### src/rtl/alu_seq.sv
// alu_seq: sequential ALU with valid/ready handshake on both sides.
// Single-cycle logic ops, bit-serial shifts, optional shift-add multiply.
//
// Optional feature macro: ALU_SEQ_MUL_EN (opcode E = unsigned multiply).
//
// Ports:
//   clk, rst_n            clock, asynchronous active-low reset
//   in_valid / in_ready   operand handshake (ready only in IDLE)
//   A, B, Sel             operands and opcode, captured on accept
//   out_valid / out_ready result handshake
//   Y                     result
//   carry, overflow,      status flags, registered together with Y
//   zero, negative, illegal
module alu_seq #(
    parameter int WIDTH = 8
) (
    input  logic             clk,
    input  logic             rst_n,
    input  logic             in_valid,
    output logic             in_ready,
    input  logic [WIDTH-1:0] A,
    input  logic [WIDTH-1:0] B,
    input  logic [3:0]       Sel,
    output logic             out_valid,
    input  logic             out_ready,
    output logic [WIDTH-1:0] Y,
    output logic             carry,
    output logic             overflow,
    output logic             zero,
    output logic             negative,
    output logic             illegal
);

    localparam int SHW = $clog2(WIDTH);
    localparam int CW  = SHW + 1;

    typedef enum logic [1:0] {
        IDLE,
        EXEC,
        DONE
    } state_t;

    state_t state, state_nx;

    logic [3:0]       op_q;
    logic [WIDTH-1:0] acc_q;
    logic [CW-1:0]    cnt_q;

`ifdef ALU_SEQ_MUL_EN
    logic [WIDTH-1:0] mcand_q;
    logic [WIDTH-1:0] hi_q;
    logic [WIDTH:0]   m_sum;
    logic [WIDTH-1:0] st_hi;
`endif

    logic             accept;
    logic             exec_last;
    logic [SHW-1:0]   n;

    // single-cycle result
    logic [WIDTH:0]   add_w;
    logic [WIDTH:0]   sub_w;
    logic [WIDTH-1:0] s_y;
    logic             s_c;
    logic             s_v;
    logic             s_ill;
    logic             s_multi;

    // one EXEC step
    logic [WIDTH-1:0] st_acc;
    logic             st_out;
    logic             fin_c;

    assign n         = B[SHW-1:0];
    assign accept    = in_valid && in_ready;
    assign exec_last = (state == EXEC) && (cnt_q == CW'(1));

    always_comb begin
        add_w   = {1'b0, A} + {1'b0, B};
        sub_w   = {1'b0, A} - {1'b0, B};
        s_y     = '0;
        s_c     = 1'b0;
        s_v     = 1'b0;
        s_ill   = 1'b0;
        s_multi = 1'b0;
        unique case (Sel)
            4'h0: begin
                s_y = add_w[WIDTH-1:0];
                s_c = add_w[WIDTH];
                s_v = (A[WIDTH-1] == B[WIDTH-1]) &&
                      (add_w[WIDTH-1] != A[WIDTH-1]);
            end
            4'h1: begin
                // borrow bit of the widened difference is A < B
                s_y = sub_w[WIDTH-1:0];
                s_c = sub_w[WIDTH];
                s_v = (A[WIDTH-1] != B[WIDTH-1]) &&
                      (sub_w[WIDTH-1] != A[WIDTH-1]);
            end
            4'h2: s_y = A & B;
            4'h3: s_y = A | B;
            4'h4: s_y = A ^ B;
            4'h5: s_y = ~(A & B);
            4'h6: s_y = ~(A | B);
            4'h7: s_y = ~(A ^ B);
            4'h8: s_y = ~A;
            4'h9: begin
                s_y = A << 1;
                s_c = A[WIDTH-1];
            end
            4'hA: begin
                s_y = A >> 1;
                s_c = A[0];
            end
            4'hB, 4'hC, 4'hD: begin
                // zero shift amount completes at once
                if (n == '0) begin
                    s_y = A;
                end else begin
                    s_multi = 1'b1;
                end
            end
`ifdef ALU_SEQ_MUL_EN
            4'hE: s_multi = 1'b1;
`endif
            default: s_ill = 1'b1;
        endcase
    end

    always_comb begin
        st_acc = acc_q;
        st_out = 1'b0;
`ifdef ALU_SEQ_MUL_EN
        m_sum = {1'b0, hi_q} +
                (acc_q[0] ? {1'b0, mcand_q} : '0);
        st_hi = m_sum[WIDTH:1];
`endif
        unique case (op_q)
            4'hB: begin
                st_acc = acc_q << 1;
                st_out = acc_q[WIDTH-1];
            end
            4'hC: begin
                st_acc = acc_q >> 1;
                st_out = acc_q[0];
            end
            4'hD: begin
                st_acc = {acc_q[WIDTH-1], acc_q[WIDTH-1:1]};
                st_out = acc_q[0];
            end
`ifdef ALU_SEQ_MUL_EN
            4'hE: begin
                // product shifts right through {hi, acc};
                // acc starts as the multiplier
                st_acc = {m_sum[0], acc_q[WIDTH-1:1]};
            end
`endif
            default: st_acc = acc_q;
        endcase
        fin_c = st_out;
`ifdef ALU_SEQ_MUL_EN
        if (op_q == 4'hE) begin
            fin_c = |st_hi;
        end
`endif
    end

    always_comb begin
        state_nx  = state;
        in_ready  = 1'b0;
        out_valid = 1'b0;
        unique case (state)
            IDLE: begin
                in_ready = 1'b1;
                if (in_valid) begin
                    state_nx = s_multi ? EXEC : DONE;
                end
            end
            EXEC: begin
                if (cnt_q == CW'(1)) begin
                    state_nx = DONE;
                end
            end
            DONE: begin
                out_valid = 1'b1;
                if (out_ready) begin
                    state_nx = IDLE;
                end
            end
            default: state_nx = IDLE;
        endcase
    end

    always_ff @(posedge clk or negedge rst_n) begin
        if (!rst_n) begin
            state <= IDLE;
        end else begin
            state <= state_nx;
        end
    end

    always_ff @(posedge clk or negedge rst_n) begin
        if (!rst_n) begin
            op_q     <= '0;
            acc_q    <= '0;
            cnt_q    <= '0;
            Y        <= '0;
            carry    <= 1'b0;
            overflow <= 1'b0;
            zero     <= 1'b0;
            negative <= 1'b0;
            illegal  <= 1'b0;
`ifdef ALU_SEQ_MUL_EN
            mcand_q  <= '0;
            hi_q     <= '0;
`endif
        end else if (accept) begin
            op_q  <= Sel;
            acc_q <= A;
            cnt_q <= {1'b0, n};
`ifdef ALU_SEQ_MUL_EN
            if (Sel == 4'hE) begin
                acc_q   <= B;
                mcand_q <= A;
                hi_q    <= '0;
                cnt_q   <= CW'(WIDTH);
            end
`endif
            if (!s_multi) begin
                Y        <= s_y;
                carry    <= s_c;
                overflow <= s_v;
                zero     <= (s_y == '0);
                negative <= s_y[WIDTH-1];
                illegal  <= s_ill;
            end
        end else if (state == EXEC) begin
            acc_q <= st_acc;
            cnt_q <= cnt_q - CW'(1);
`ifdef ALU_SEQ_MUL_EN
            hi_q  <= st_hi;
`endif
            if (exec_last) begin
                Y        <= st_acc;
                carry    <= fin_c;
                overflow <= 1'b0;
                zero     <= (st_acc == '0);
                negative <= st_acc[WIDTH-1];
                illegal  <= 1'b0;
            end
        end
    end

endmodule

### config.mk
export PLATFORM = sky130hd
export DESIGN_NAME = alu_seq
export DESIGN_NICKNAME = d
export VERILOG_FILES = /design/src/rtl/alu_seq.sv
export SDC_FILE = /design/constraint.sdc
export NUM_CORES = 1
export LEC_CHECK = 0
export CORE_ASPECT_RATIO = 1.2
export CORE_MARGIN = 5
export CORE_UTILIZATION = 40
export DETAILED_ROUTE_END_ITERATION = 10
export HOLD_SLACK_MARGIN = 0.06
export REMOVE_ABC_BUFFERS = 1
export SLEW_MARGIN = 10
export SYNTH_ARGS = -nofsm -noshare
export SYNTH_HDL_FRONTEND = slang
export SYNTH_SLANG_ARGS = --single-unit
### constraint.sdc
create_clock -name clk -period 1.95 [get_ports clk]
set_input_delay 0.4875 -clock clk [delete_from_list [all_inputs] [get_ports clk]]
set_output_delay 0.4875 -clock clk [all_outputs]
set_load 0.01 [all_outputs]
; After elaboration in Yosys (flattened, before gate mapping)
; Index checks and enable logic that the tools add are counted.
[totals]
regBits = 31
in_bits = 24
output_inout_bits = 15
wordCells = 105
[op_classes]
add_sub_neg = 3
n_eq_ne = 27
n_mux = 42
bitwise = 7
n_reduce_logical = 16
[ops]
columns = cell, count
row1 = $pmux W8 S12, 1
row2 = $mux W8, 7
row3 = $eq A4 B4 Y1 const B, 9
row4 = $not A8 Y8, 4
row5 = $pmux W8 S3, 1
row6 = $mux W1, 23
row7 = $eq A4 B3 Y1 const B, 4
row8 = $logic_not A8 Y1, 2
row9 = $reduce_or A14 Y1, 1
row10 = $add A8 B8 Y9, 1
row11 = $sub A8 B8 Y9, 1
row12 = $and A8 B8 Y8, 1
row13 = $eq A4 B1 Y1 const B, 2
row14 = $eq A4 B2 Y1 const B, 2
row15 = $mux W2, 4
row16 = $mux W4, 2
row17 = $or A8 B8 Y8, 1
row18 = $xor A8 B8 Y8, 1
row19 = $ne A2 B2 Y1 const B, 3
row20 = $pmux W2 S3, 1
row21 = $reduce_and A3 Y1, 2
row22 = $logic_and A1 B1 Y1, 4
row23 = $logic_not A4 Y1, 1
row24 = $pmux W1 S2, 2
row25 = 12 further kinds, 15

; Logic depth before layout (Yosys ltp)
[depth]
ltp_word = 6
depth_mapped = 11

; Worst setup path after synthesis
; OpenSTA, ideal clock, no wires.
[synth_path]
path_kind = input -> register
start = in A[0]
end = reg Y[6]
setup_ns = 0.132
arrival_time_ns = 2.382
required_time_ns = 1.818
slack_ns = -0.564
path_stages = 10
cell_sequence = inv_1 > ha_1 > fa_1 > nor3_1 > or3_1 > a221oi_1 > a221o_1 > a211o_1 > mux2i_1 > o21ai_1
[synth_between]
elab_chain_len = 4
word_cells_on_any_way = 5
[synth_lines]
columns = item, line_no
row1 = start: declaration, 21  ; input logic [WIDTH-1:0] A,
row2 = $sub A8 B8 Y9 or $add A8 B8 Y9 (tied branches), "80, 79"
row3 = $pmux W8 S12 *, 86  ; unique case (Sel)
row4 = $mux W8 *, 229  ; if (!s_multi) begin
row5 = $mux W8 *, 217  ; end else if (accept) begin
row6 = end signal: assignment, 230  ; Y <= s_y;
row7 = end signal: assignment, 244  ; Y <= st_acc;
row8 = end: declaration, 26  ; output logic [WIDTH-1:0] Y,
; Mark *: on every way between the ends. The rest lies on a longest branch, timed or not. The select of a mux whose other input is x is not followed.
; A chain may end at the register's enable or synchronous reset.

; Worst setup path after layout
; Ends and elaborated chain as after synthesis.

==> results.ini <==
[run_status]
outcome = complete, but fails checks
violations = negative setup slack

[finish]
drive_gt1_share_pct = 48.4
final_util_pct = 69.7
nNetsFinal = 645
antenna_cells = 0
area.growth.synth_to_final_pct = 70.1

[timing]
period_minus_slack_ns = 2.29
slew_headroom_pct = 71.2
fin_skew_ns = 0.00292
setup_ws_ns = -0.336
rsz0062_at_grt = yes
fmax_mhz = 438
period_share_pct = 117
hold_viol = 0
tightest_slew_ns = 0.432
maxSlewViolCount = 0
fin_tns_setup_ns = -2.27
final-setup-viol-count = 12

[die]
io-pin-count = 39
dieHeight_um = 110
dieArea_um2 = 10300
core-area_um2 = 8150
start_util_pct = 41.0
rows = 36
die_w_um = 93.4

[grt]
grt_pass1_vias = 4170
overflow = 0
groute.usage.overall_pct = 25.5
grt_antenna_before_repair = 0
grt_start_max_net_pins = 31
grt_pass1_wl_um = 20600

[cts]
clock-sinks = 30
clockBufferDepth = 2
clock_latency_ns = 0.28
cts_tree = yes
cts-root-buf = clkbuf_8
ctsHoldBuffers = 0
htree_levels = 2
cts_buffers = 5
clk_pin_slew_ns = 0.06

[logic_synthesis]
synth_area_leaders = dfrtp_1, ha_1, nand2_1
ys.flop_type = dfrtp_1
synth_top_area_share_pct = 22.5
synth_edf_count = 0
synth_area_leader_cell = dfrtp_1
yosysSeqAreaShare_pct = 22.5
synth.avg_cell_area_um2 = 7.93
ys_ff_latch = 30
synthCells = 421
synth_cell_types = 65
synth_warnings = 0
ys_async_sr_fraction_pct = 100
synth_area_um2 = 3340

[critical_path]
crit_required_ns = 2.13
endpoint_kind = flip-flop
critPathKind = in -> reg
critPathArrivalTime_ns = 2.46
start_kind = input port
cp_max_fo = 2

[drt]
vias = 4036
finalWirelength_um = 13000
vias_per_cell = 5.71
ant_nets = 0
first_pass_iters = 5
drc_errors = 0
drt-initial-drc-count = 307
wl_per_cell_um = 18.4

[pwr]
p_leak_nw = 2.56
vdd.ir_drop.worst_mv = 0.348
p_per_area_nw_per_um2 = 795

[placement]
finalWeightedCongestion = 0.917
pre_cts_ws_ns = -1.30
io_buffers = 38
hpwlAfterDp_um = 9060

[job]
drv_cap = 0

[hold_path]
hp-class = reg -> reg

[kinds of logic (layout without fill, tap and decap cells)]
| kind of cell | after synthesis | after routing | share of synthesized area [%] |
|---|---|---|---|
| xor+xnor | 3 | 3 | 0.787 |
| fa+ha+maj | 28 | 28 | 10.9 |
| simple gates | 131 | 131 | 20.9 |
| mux | 18 | 18 | 5.62 |
| flops | 30 | 30 | 22.5 |
| compound gates | 145 | 145 | 30.2 |
| buf+inv | 66 | 238 | 9.10 |
[metal layers]
metal / vias to the layer above / global-route usage (%) / part of all wire (%)
li1: 1892 / - / -
met5: - / 0 / 0
met3: 67 / 2.92 / 5.2
met4: 0 / 15.9 / 6.9
met1: 1896 / 29.6 / 39
met2: 181 / 44.7 / 49
[cell type report]
type	count	area (um^2)
multi-input combinational	325	2860
fill	607	2470
timing repair buffer	199	1720
sequential	30	751
tap	114	143
inverter	32	130
clock buffer	5	68.8
clock inverter	2	10.0
[worst paths after layout]
check                                    start              endpoint  slack, ns  cells after the start
max                                       A[0]      Y[6]$_DFFE_PN0P_      -0.34                     11
min                           Y[0]$_DFFE_PN0P_      Y[0]$_DFFE_PN0P_       0.48                      1
max reg2reg                op_q[2]$_DFFE_PN0P_      zero$_DFFE_PN0P_      -0.07                      7
min reg2reg                   Y[0]$_DFFE_PN0P_      Y[0]$_DFFE_PN0P_       0.48                      1
max in group asynchronous                rst_n  cnt_q[2]$_DFFE_PN0P_       1.07                      2
min in group asynchronous                rst_n  acc_q[5]$_DFFE_PN0P_       0.59                      2
[timing repair]
item                                    4_1_cts  5_1_grt
buffers inserted                             27        8
endpoints found under the setup margin       15       15
gates resized for setup                     196       31
pin swaps                                    47       22
cloned                                        1        2
[where the power goes]
part | internal (mW) | switching (mW)
sequential | 0.894 | 0.229
clock | 0.239 | 0.230
combinational | 1.54 | 1.39
[cells in the mapped netlist, types with 6 or more instances]
master / number
nand2_1: 43
dfrtp_1: 30
inv_1: 28
ha_1: 26
a21oi_1: 24
nor2_1: 24
o21ai_0: 24
clkbuf_1: 13
buf_2: 12
mux2i_1: 12
nor2b_1: 12
a22oi_1: 11
a31oi_1: 7
nand2b_1: 7
nand3_1: 7
nand3b_1: 7
nor3_1: 7
o21ai_1: 7
o31ai_1: 7
a32oi_1: 6
[sequential cells by signal (all words and copies together), names as in the netlist]
signal	count
carry	1
cnt_q	4
op_q	4
illegal	1
zero	1
Y	8
overflow	1
state	2
acc_q	8
[worst max-delay path, stage by stage]
cell and delay [ns]:
buf_8 0.10, buf_6 0.12, ha_4 0.16, fa_2 0.37
nand3_2 0.10, a211oi_2 0.06, a211o_1 0.25, a221o_1 0.29
a211o_1 0.32, mux2i_1 0.13, o21ai_1 0.07
[cell usage in the layout, fill, tap and decap left out, drive strengths merged, types with 5 or more instances in the layout]
cell type | synthesis | routed
buf | 21 | 172
nand2 | 43 | 43
inv | 32 | 32
o21ai | 31 | 31
dfrtp | 30 | 30
ha | 26 | 26
nor2 | 24 | 24
a21oi | 24 | 24
clkdlybuf4s50 | 0 | 16
mux2i | 12 | 12
nor2b | 12 | 12
a22oi | 11 | 11
dlygate4sd2 | 0 | 8
nand3b | 7 | 7
a31oi | 7 | 7
nand2b | 7 | 7
o31ai | 7 | 7
nor3 | 7 | 7
nand3 | 7 | 7
clkbuf | 13 | 7
a32oi | 6 | 6
mux2 | 6 | 6
a21o | 5 | 5
o22ai | 5 | 5
a211oi | 5 | 5
a221oi | 5 | 5
[per-stage QoR]
step,hold slack (ns),std cells,area [um^2],power (mW)
after floorplan,0.192,387,3160,2.23
after global placement,0.459,666,4670,3.48
after detailed placement,0.465,666,4670,3.53
after CTS,0.479,699,5470,4.33
after global routing,0.510,707,5680,4.83
final,0.477,707,5680,4.52
No activity file was read; power rests on OpenSTA's default activity.
